[config.mk]
export PLATFORM = sky130hd
export DESIGN_NAME = guess_check_arbiter_flat
export DESIGN_NICKNAME = d
export VERILOG_FILES = /design/src/rtl/guess_pkg.sv /design/src/rtl/guess_check_arbiter_if.sv /design/src/rtl/rr_arb2.sv /design/src/rtl/guess_check_arbiter.sv /design/src/flat_wrapper.sv
export SDC_FILE = /design/constraint.sdc
export NUM_CORES = 1
export LEC_CHECK = 0
export CORE_MARGIN = 2
export CORE_UTILIZATION = 43
export CTS_CLUSTER_DIAMETER = 40
export DETAILED_ROUTE_END_ITERATION = 8
export GPL_ROUTABILITY_DRIVEN = 0
export PLACE_DENSITY = 0.77
export SETUP_SLACK_MARGIN = 0.2
export SYNTH_ARGS = -nofsm -noshare
export SYNTH_HDL_FRONTEND = slang
export SYNTH_SLANG_ARGS = --single-unit
[constraint.sdc]
create_clock -name clk -period 1.96 [get_ports clk]
set_input_delay 0.196 -clock clk [delete_from_list [all_inputs] [get_ports clk]]
set_output_delay 0.196 -clock clk [all_outputs]
set_load 0.02 [all_outputs]
[src/rtl/guess_pkg.sv]
// Shared types and helpers for the 1A2B guess/check arbiter.
// The result slices, win threshold, invalid marker and the guess validity
// check live here so the arbiter and any neighbouring blocks agree on them.
package guess_pkg;

    typedef enum logic [1:0] {
        S_IDLE,
        S_ISSUE,
        S_RESP,
        S_DONE
    } state_t;

    localparam logic [3:0]  WIN_A       = 4'd4;
    localparam logic [15:0] RES_INVALID = 16'hEEEE;

    // Checker result layout: A count in the top nibble, B count below it
    localparam int RES_A_MSB = 15;
    localparam int RES_A_LSB = 12;
    localparam int RES_B_MSB = 11;
    localparam int RES_B_LSB = 8;

    function automatic logic [3:0] res_a(input logic [15:0] r);
        return r[RES_A_MSB:RES_A_LSB];
    endfunction

    function automatic logic [3:0] res_b(input logic [15:0] r);
        return r[RES_B_MSB:RES_B_LSB];
    endfunction

    // A guess is playable when every digit is BCD and no digit repeats
    function automatic logic guess_valid(input logic [15:0] g);
        logic ok;
        ok = 1'b1;
        for (int i = 0; i < 4; i++) begin
            if (g[i*4 +: 4] > 4'd9) ok = 1'b0;
            for (int j = i + 1; j < 4; j++) begin
                if (g[i*4 +: 4] == g[j*4 +: 4]) ok = 1'b0;
            end
        end
        return ok;
    endfunction

endpackage

[src/rtl/guess_check_arbiter_if.sv]
// Player/checker bus of the guess check arbiter.
// slave is the arbiter side; master is the players plus checker side.
interface guess_check_arbiter_if;

    logic [1:0]  req;
    logic [15:0] guess0;
    logic [15:0] guess1;
    logic [15:0] chk_guess;
    logic [15:0] chk_res;
    logic [1:0]  ack;
    logic [15:0] res_out;
    logic [3:0]  tries0;
    logic [3:0]  tries1;
    logic [1:0]  winner;
    logic        game_over;

    modport master (
        output req, guess0, guess1, chk_res,
        input  chk_guess, ack, res_out, tries0, tries1, winner, game_over
    );

    modport slave (
        input  req, guess0, guess1, chk_res,
        output chk_guess, ack, res_out, tries0, tries1, winner, game_over
    );

endinterface

[src/rtl/rr_arb2.sv]
// Two-input round-robin arbiter. With both inputs requesting, the player
// not served last wins. The last-served pointer starts at player 1 so that
// player 0 is favoured right after reset.
module rr_arb2 (
    input  logic       clk,
    input  logic       rst,
    input  logic [1:0] req,
    input  logic       update,
    input  logic       served,
    output logic [1:0] grant
);

    logic last_q;

    // Grant selection from the request set and the last-served pointer
    always_comb begin
        grant = 2'b00;
        case (req)
            2'b01:   grant = 2'b01;
            2'b10:   grant = 2'b10;
            2'b11:   grant = last_q ? 2'b01 : 2'b10;
            default: grant = 2'b00;
        endcase
    end

    // Remember who was served when a completed check is booked
    always_ff @(posedge clk) begin
        if (rst) begin
            last_q <= 1'b1;
        end else if (update) begin
            last_q <= served;
        end
    end

endmodule

[src/rtl/guess_check_arbiter.sv]
// Shares one combinational 1A2B checker between two players.
// Round-robin grants a check, holds the guess for CHECK_LAT cycles, samples
// the result, acks the player for one cycle and tracks tries, lockout, win.
// Optional macro GUESS_VALID_EN: malformed guesses are answered with
// RES_INVALID without using the checker or costing a try.
module guess_check_arbiter
    import guess_pkg::*;
#(
    parameter int MAX_TRIES = 10,
    parameter int CHECK_LAT = 1
) (
    input  logic                 clk,
    input  logic                 rst,
    input  logic                 new_game,
    guess_check_arbiter_if.slave bus
);

    localparam logic [3:0] TRY_MAX  = 4'(MAX_TRIES);
    localparam logic [2:0] LAT_LAST = 3'(CHECK_LAT - 1);

    state_t      state_q;
    logic        gsel_q;
    logic        inv_q;
    logic [2:0]  cnt_q;
    logic [1:0]  mask_q;
    logic [1:0]  ack_q;
    logic [1:0]  winner_q;
    logic [15:0] chk_guess_q;
    logic [15:0] res_q;
    logic [3:0]  tries0_q;
    logic [3:0]  tries1_q;
    logic        game_over_q;

    logic [3:0]  tries0_d;
    logic [3:0]  tries1_d;
    logic        win_d;
    logic        over_d;
    logic        bad_d;

    logic        clr;
    logic        rr_upd;
    logic [1:0]  locked;
    logic [1:0]  elig;
    logic [1:0]  grant;
    logic [15:0] guess_sel;

    function automatic logic [1:0] onehot(input logic s);
        return s ? 2'b10 : 2'b01;
    endfunction

    function automatic logic [3:0] sat_inc(input logic [3:0] t);
        return (t >= TRY_MAX) ? TRY_MAX : t + 4'd1;
    endfunction

    // new_game is a full restart, identical in effect to rst
    assign clr       = rst | new_game;
    assign locked    = {tries1_q == TRY_MAX, tries0_q == TRY_MAX};
    assign elig      = bus.req & ~locked & ~mask_q;
    assign guess_sel = grant[1] ? bus.guess1 : bus.guess0;
    assign rr_upd    = (state_q == S_RESP) && !inv_q;

    rr_arb2 u_rr_arb2 (
        .clk    (clk),
        .rst    (clr),
        .req    (elig),
        .update (rr_upd),
        .served (gsel_q),
        .grant  (grant)
    );

    // Try counts and end-of-game decision for the check being sampled now
    always_comb begin
        tries0_d = tries0_q;
        tries1_d = tries1_q;
        if (gsel_q) tries1_d = sat_inc(tries1_q);
        else        tries0_d = sat_inc(tries0_q);
        win_d  = (res_a(bus.chk_res) == WIN_A);
        over_d = win_d || ((tries0_d == TRY_MAX) && (tries1_d == TRY_MAX));
`ifdef GUESS_VALID_EN
        bad_d  = !guess_valid(guess_sel);
`else
        bad_d  = 1'b0;
`endif
    end

    // Check sequencer: grant, hold guess for CHECK_LAT cycles, ack and book-keep
    always_ff @(posedge clk) begin
        if (clr) begin
            state_q     <= S_IDLE;
            gsel_q      <= 1'b0;
            inv_q       <= 1'b0;
            cnt_q       <= '0;
            mask_q      <= '0;
            ack_q       <= '0;
            chk_guess_q <= '0;
            res_q       <= '0;
            tries0_q    <= '0;
            tries1_q    <= '0;
            winner_q    <= '0;
            game_over_q <= 1'b0;
        end else begin
            ack_q  <= 2'b00;
            mask_q <= 2'b00;
            case (state_q)
                S_IDLE: begin
                    if (|elig) begin
                        gsel_q <= grant[1];
                        cnt_q  <= '0;
                        if (bad_d) begin
                            // Malformed guess never reaches the checker
                            inv_q   <= 1'b1;
                            res_q   <= RES_INVALID;
                            ack_q   <= grant;
                            state_q <= S_RESP;
                        end else begin
                            inv_q       <= 1'b0;
                            chk_guess_q <= guess_sel;
                            state_q     <= S_ISSUE;
                        end
                    end
                end
                S_ISSUE: begin
                    if (cnt_q == LAT_LAST) begin
                        res_q       <= bus.chk_res;
                        ack_q       <= onehot(gsel_q);
                        tries0_q    <= tries0_d;
                        tries1_q    <= tries1_d;
                        winner_q    <= win_d ? onehot(gsel_q) : 2'b00;
                        game_over_q <= over_d;
                        state_q     <= S_RESP;
                    end else begin
                        cnt_q <= cnt_q + 3'd1;
                    end
                end
                S_RESP: begin
                    // Keep the just-served player out of the next arbitration
                    mask_q  <= onehot(gsel_q);
                    state_q <= game_over_q ? S_DONE : S_IDLE;
                end
                default: begin
                    state_q <= S_DONE;
                end
            endcase
        end
    end

    assign bus.chk_guess = chk_guess_q;
    assign bus.ack       = ack_q;
    assign bus.res_out   = res_q;
    assign bus.tries0    = tries0_q;
    assign bus.tries1    = tries1_q;
    assign bus.winner    = winner_q;
    assign bus.game_over = game_over_q;

endmodule

[src/flat_wrapper.sv]
// flat-port wrapper written by rule: the top's interface ports become plain ports
module guess_check_arbiter_flat import guess_pkg::*;
#(
    parameter int MAX_TRIES = 10,
    parameter int CHECK_LAT = 1
)
  (clk, rst, new_game, bus_req, bus_guess0, bus_guess1, bus_chk_res, bus_chk_guess, bus_ack, bus_res_out, bus_tries0, bus_tries1, bus_winner, bus_game_over);
  guess_check_arbiter_if bus_i ();
  input  logic clk;
  input  logic rst;
  input  logic new_game;
  input wire logic [$bits(bus_i.req)-1:0] bus_req;
  input wire logic [$bits(bus_i.guess0)-1:0] bus_guess0;
  input wire logic [$bits(bus_i.guess1)-1:0] bus_guess1;
  input wire logic [$bits(bus_i.chk_res)-1:0] bus_chk_res;
  output wire logic [$bits(bus_i.chk_guess)-1:0] bus_chk_guess;
  output wire logic [$bits(bus_i.ack)-1:0] bus_ack;
  output wire logic [$bits(bus_i.res_out)-1:0] bus_res_out;
  output wire logic [$bits(bus_i.tries0)-1:0] bus_tries0;
  output wire logic [$bits(bus_i.tries1)-1:0] bus_tries1;
  output wire logic [$bits(bus_i.winner)-1:0] bus_winner;
  output wire logic [$bits(bus_i.game_over)-1:0] bus_game_over;
  assign bus_i.req = bus_req;
  assign bus_i.guess0 = bus_guess0;
  assign bus_i.guess1 = bus_guess1;
  assign bus_i.chk_res = bus_chk_res;
  assign bus_chk_guess = bus_i.chk_guess;
  assign bus_ack = bus_i.ack;
  assign bus_res_out = bus_i.res_out;
  assign bus_tries0 = bus_i.tries0;
  assign bus_tries1 = bus_i.tries1;
  assign bus_winner = bus_i.winner;
  assign bus_game_over = bus_i.game_over;
  guess_check_arbiter #(.MAX_TRIES(MAX_TRIES), .CHECK_LAT(CHECK_LAT)) u_core (.clk(clk), .rst(rst), .new_game(new_game), .bus(bus_i));
endmodule
-- Word-level counts from Yosys, hierarchy flattened
Cells that the tools add are included.
- flip-flop bits (word level): 54
- input bits: 53
- output and inout bits: 45
- logic and storage cells: 66
- $add $sub $neg: 3
- magnitude comparators: 2
- eq/ne operators: 13
- multiplexer cells: 16
- bitwise operators: 8
- reduce and logical (&&, ||, !) cells: 12
- operators by type and width (kind ; number):
    4-bit equality test, second input constant ; 4
    16-bit two-way mux ; 1
    4-bit two-way mux ; 4
    2-bit two-way mux ; 6
    2-bit one-hot mux with 3 select lines ; 2
    4-bit by 1-bit adder with 4-bit output, second input constant ; 2
    4-bit greater-or-equal comparator, second input constant ; 2
    2-bit equality test, second input constant ; 3
    3-bit two-way mux ; 2
    3-bit one-hot mux with 2 select lines ; 1
    2-bit AND reduction ; 3
    2-bit AND ; 2
    2-bit by 1-bit equality test with 1-bit output, second input constant ; 2
    4-bit by 3-bit equality test with 1-bit output, second input constant ; 1
    2-bit by 1-bit != test with 1-bit output, second input constant ; 2
    2-bit NOT ; 2
    2-bit OR reduction ; 2
    3-bit by 1-bit adder with 3-bit output, second input constant ; 1
    3-bit logical NOT ; 1
    1-bit NOT ; 3
    3-bit AND reduction ; 1
    3-bit OR reduction ; 1
    2-bit logical NOT ; 1
    2-bit != test, second input constant ; 1
    4 further kinds ; 4

-- Longest topological paths before layout
- depth in word-level cells: 7
- depth in mapped cells: 9
- mapped depth without buffers: 7

-- By module
Synthesis repeated with hierarchy kept, for this count alone.
- cell total of the unflattened synthesis: 284
- area, all modules: 2408.6 um2
- by module, submodules not included (module ; instances ; cells each ; area each (um2) ; sequential area each (um2)):
    guess_check_arbiter ; 1 ; 277 ; 2349.8 ; 1061.0
    rr_arb2 ; 1 ; 7 ; 58.8 ; 20.0

-- Least setup slack after synthesis
Ideal clock, no wire load.
- kind: flip-flop to flip-flop
- start: register u_core.tries1_q[0], in the netlist u_core.bus.tries1[0]
- end: register u_core.chk_guess_q[10], in the netlist u_core.bus.chk_guess[10]
- library setup time: 0.115 ns
- data arrival time: 1.814 ns
- data required time: 1.845 ns
- setup slack: 0.031 ns
- cell stages (with the launch flop): 10
- path buffers: 2
- period minus slack after synthesis: 1.929 ns
- path through: dfxtp_1 > inv_1 > ha_1 > nand3b_1 > nand2_1 > a31oi_1 > buf_4 > buf_2 > mux2i_1 > o2bb2ai_2
- word-level cells in the longest chain between the ends: 7
- elaborated cells between the ends (all ways): 11
- classes of those cells: eq/ne: 4; mux: 2; bitwise: 3; reduce/logical: 2
- RTL lines (element ; line ; text):
    from (decl) ; guess_check_arbiter.sv:31 ; logic [3:0] tries1_q;
    from (signal assigned) ; guess_check_arbiter.sv:127 ; tries1_q <= tries1_d;
    4-bit equality test (*) ; guess_check_arbiter.sv:57 ; assign locked = {tries1_q == TRY_MAX, tries0_q == TRY_MAX};
    2-bit NOT (*) ; guess_check_arbiter.sv:58 ; assign elig = bus.req & ~locked & ~mask_q;
    2-bit AND (*) (2 in series) ; guess_check_arbiter.sv:58 ;
    2-bit equality test or 2-bit by 1-bit equality test with 1-bit output (tied branches) ; rr_arb2.sv:18 ; case (req)
    2-bit one-hot mux with 3 select lines ; rr_arb2.sv:18 ;
    16-bit two-way mux ; guess_check_arbiter.sv:59 ; assign guess_sel = grant[1] ? bus.guess1 : bus.guess0;
    to (signal assigned) ; guess_check_arbiter.sv:117 ; chk_guess_q <= guess_sel;
    to (decl) ; guess_check_arbiter.sv:28 ; logic [15:0] chk_guess_q;
Mark *: on every way between the ends. The rest lies on a longest branch, timed or not.
A chain may end at the register's enable or synchronous reset.

-- Final worst setup path
- start: register u_core.tries0_q[0], in the netlist u_core.bus.tries0[0]
- end: register u_core.chk_guess_q[6], in the netlist u_core.bus.chk_guess[6]
- word-level cells in the longest chain between the ends: 7
- elaborated cells between the ends (all ways): 11
- classes of those cells: eq/ne: 4; mux: 2; bitwise: 3; reduce/logical: 2
- RTL lines (element ; line ; text):
    from (decl) ; guess_check_arbiter.sv:30 ; logic [3:0] tries0_q;
    from (signal assigned) ; guess_check_arbiter.sv:126 ; tries0_q <= tries0_d;
    4-bit equality test (*) ; guess_check_arbiter.sv:57 ;
    2-bit NOT (*) ; guess_check_arbiter.sv:58 ;
    2-bit AND (*) (2 in series) ; guess_check_arbiter.sv:58 ;
    2-bit equality test or 2-bit by 1-bit equality test with 1-bit output (tied branches) ; rr_arb2.sv:18 ;
    2-bit one-hot mux with 3 select lines ; rr_arb2.sv:18 ;
    16-bit two-way mux ; guess_check_arbiter.sv:59 ;
Marked as above.

==> impl_metrics.yaml <==
worst_setup_path:
  crit_start: "u_core.bus.tries0[0]$_SDFFE_PP0P_"
  worstPathRequired_ns: 2.17
  critPathMaxFanout: 8
  timing.rr.start: "u_core.bus.tries0[0]$_SDFFE_PP0P_"
  criticalPathCategory: "reg2reg"
  worstSetupStartpointType: "register"
  crit_path_end_kind: "register"
  cp_data_arrival_time_ns: 1.89
clock_tree:
  cts.htree.levels: 2
  cts_buffers: 5
  root_buffer: "clkbuf_8"
  cts_sinks: 54
  hold_buffers: 0
  insertion_delay_ns: 0.31
  cts_tree: "done"
  ctsLongestPathBuffers: 2
  clkTransAtPathRegs_ns: 0.10
floorplanning:
  ioPinCount: 98
  core_mm2: 0.00547
  die_area_mm2: 0.00625
  die_w_um: 79.0
  initial_core_util_pct: 44.2
  die_y_um: 79.0
  row_count: 27
yosys:
  ys_ff_latch: 54
  synthCells: 261
  ys_warn_count: 0
  syn_avg_cell_area_um2: 9.28
  syn_area_mm2: 0.00242
  ys_types: 42
  syn_nets: 320
  yosysSeqAreaShare_pct: 44.7
timing:
  finalCritPeriodShare_pct: 85.8
  fin_tns_setup_ns: 0
  max_slew.worst_pin.slew_ns: 0.530
  fin_ws_ns: 0.278
  drv_slew: 0
  rsz0062_at_grt: "true"
  hold_viol_final: 0
  max_freq_mhz: 595
  fin_crit_ns: 1.68
  fin_worst_skew_ns: 0.00658
  finalSetupViolCount: 0
  slew-limit-headroom_pct: 64.6
cells_and_area:
  final_nets: 429
  layout_commonest_cell: "clkdlybuf4s50_1"
  n_fill_cell: 429
  diodes: 0
  fin_cells: 443
  synthToLayoutAreaGrowth_pct: 58.9
  layout.cells.most_common_list: "clkdlybuf4s50_1 (97), dfxtp_1 (50), nand2_1 (42)"
  drive_above_1_share_pct: 17.3
power:
  pwr_density_cell_mw_per_mm2: 603
  total_leakage_power_uw: 0.00141
  vdd_drop_max_uv: 412
global_routing:
  grt_overflow: 0
  antenna_found_initial: 0
  grt_pass1_wl_um: 9950
  grt_max_degree: 32
  grt_pass1_vias: 2139
  grtUsageTotal_pct: 19.9
route:
  drt_wl_total_um: 6530
  drc_errors: 0
  first_pass_iters: 4
  vias: 2300
  antenna_left: 0
  routedWlPerCell_um: 14.7
  drt_iter0_markers: 94
  viasPerCell: 5.19
placed_design:
  dp_hpwl_um: 4360
  dp_cells: 423
  port_buffers: 97
  dp_slack_ns: 0.0612
outcome:
  status: "finished clean"
flow_run:
  drv_cap: 0
min_path:
  min_path_type: "in2reg"
  worstHoldStart: "bus_chk_res[3]"
## area by class of cell
cell class / count / area [um^2] / share of cell area, %
clock buffer: 7 / 86.3 / 2.24
clock inverter: 1 / 30.0 / 0.781
inverter: 6 / 25.0 / 0.651
multi-input combinational: 182 / 1310 / 34.1
sequential: 54 / 1090 / 28.4
tap: 72 / 90.1 / 2.34
timing repair buffer: 121 / 1210 / 31.6
## registers in the layout (all words and copies together), names as in the netlist
signal / cells
u_core.mask_q: 2
u_core.gsel_q: 1
u_core.bus.game_over: 1
u_core.state_q: 2
u_core.bus.tries0: 4
u_core.bus.chk_guess: 16
u_core.bus.tries1: 4
u_core.bus.winner: 2
u_core.u_rr_arb2.last_q: 1
u_core.cnt_q: 3
u_core.bus.res_out: 16
u_core.bus.ack: 2
## power breakdown
part,internal [uW],switching (uW)
clock network,417,367
registers,1120,24.9
logic,223,164
## metal layers
metal	GRT usage (%)	vias to the layer above	part of all wire, %
li1	-	1138	-
met1	23.8	1066	41
met2	33.6	90	47
met3	8.41	6	10
met4	4.14	0	0.81
met5	0	-	0
## worst max-delay path: stages (launching register included)
cell	delay, ns
dfxtp_4	0.37
inv_4	0.06
ha_4	0.12
nand3b_1	0.11
buf_4	0.17
a31oi_4	0.22
clkbuf_16	0.22
mux2i_2	0.23
o2bb2ai_2	0.08
## metrics by stage
stage | utilization, % | hold slack [ns] | instance area [um^2] | total power (uW)
final | 70.3 | 0.419 | 3850 | 2320
after global routing | 70.3 | 0.426 | 3850 | 2390
after CTS | 68.7 | 0.420 | 3760 | 2300
after detailed placement | 64.2 | 0.448 | 3510 | 1520
after global placement | 64.2 | 0.440 | 3510 | 1510
after floorplan | - | 0.332 | 2430 | 1330
## cell families (layout without fill, tap and decap cells)
kind of cell | count (synthesis) | in the layout | synth area share, %
xor+xnor | 2 | 2 | 0.724
buf+inv | 26 | 135 | 5.84
flops | 54 | 54 | 44.7
compound gates | 68 | 68 | 21.1
mux | 17 | 17 | 7.03
simple gates | 88 | 89 | 17.5
fa+ha+maj | 6 | 6 | 3.10
## Yosys cell counts
master	number	area share, %
dfxtp_1	54	45
nand2_1	43	6.7
a21oi_1	27	5.6
mux2i_1	17	7.0
nor2_1	13	2.0
o2bb2ai_2	10	6.2
clkbuf_1	9	1.4
o21ai_0	9	1.9
nor3_1	8	1.7
ha_1	6	3.1
inv_1	6	0.93
o2bb2ai_1	6	2.2
buf_2	5	1.0
nor2b_1	5	1.3
and3_1	4	1.0
a22oi_1	3	0.93
buf_4	3	0.93
nand3b_1	3	0.93
a211oi_1	2	0.62
a31o_2	2	0.72
a31oi_1	2	0.52
buf_6	2	0.93
nor3b_1	2	0.62
nor4b_1	2	0.72
a22o_1	1	0.36
a32oi_1	1	0.36
and4b_1	1	0.41
buf_8	1	0.62
nand2b_1	1	0.26
nand4_1	1	0.26
nor2_2	1	0.26
nor4bb_1	1	0.41
o2111a_1	1	0.47
o2111ai_1	1	0.36
o21bai_1	1	0.31
o31a_1	1	0.36
o31ai_1	1	0.31
or2_1	1	0.26
or3_1	1	0.26
or4_4	1	0.47
xnor2_1	1	0.36
xor2_1	1	0.36
## final timing paths
check / slack (ns) / to / cells after the start
max reg2reg: 0.28 / u_core.bus.chk_guess[6]$_SDFFE_PP0P_ / 8
min: 0.42 / u_core.bus.res_out[3]$_SDFFE_PP0P_ / 3
max: 0.28 / u_core.bus.chk_guess[6]$_SDFFE_PP0P_ / 8
min reg2reg: 0.46 / u_core.bus.res_out[3]$_SDFFE_PP0P_ / 2
## repair_timing
item | 4_1_cts | 5_1_grt
pin swaps | 5 | 10
buffers inserted | 7 | 2
resized for setup | 9 | 13
setup endpoints to repair | 19 | 23
cloned | 2 | 1
(Power assumes the default switching activity.)
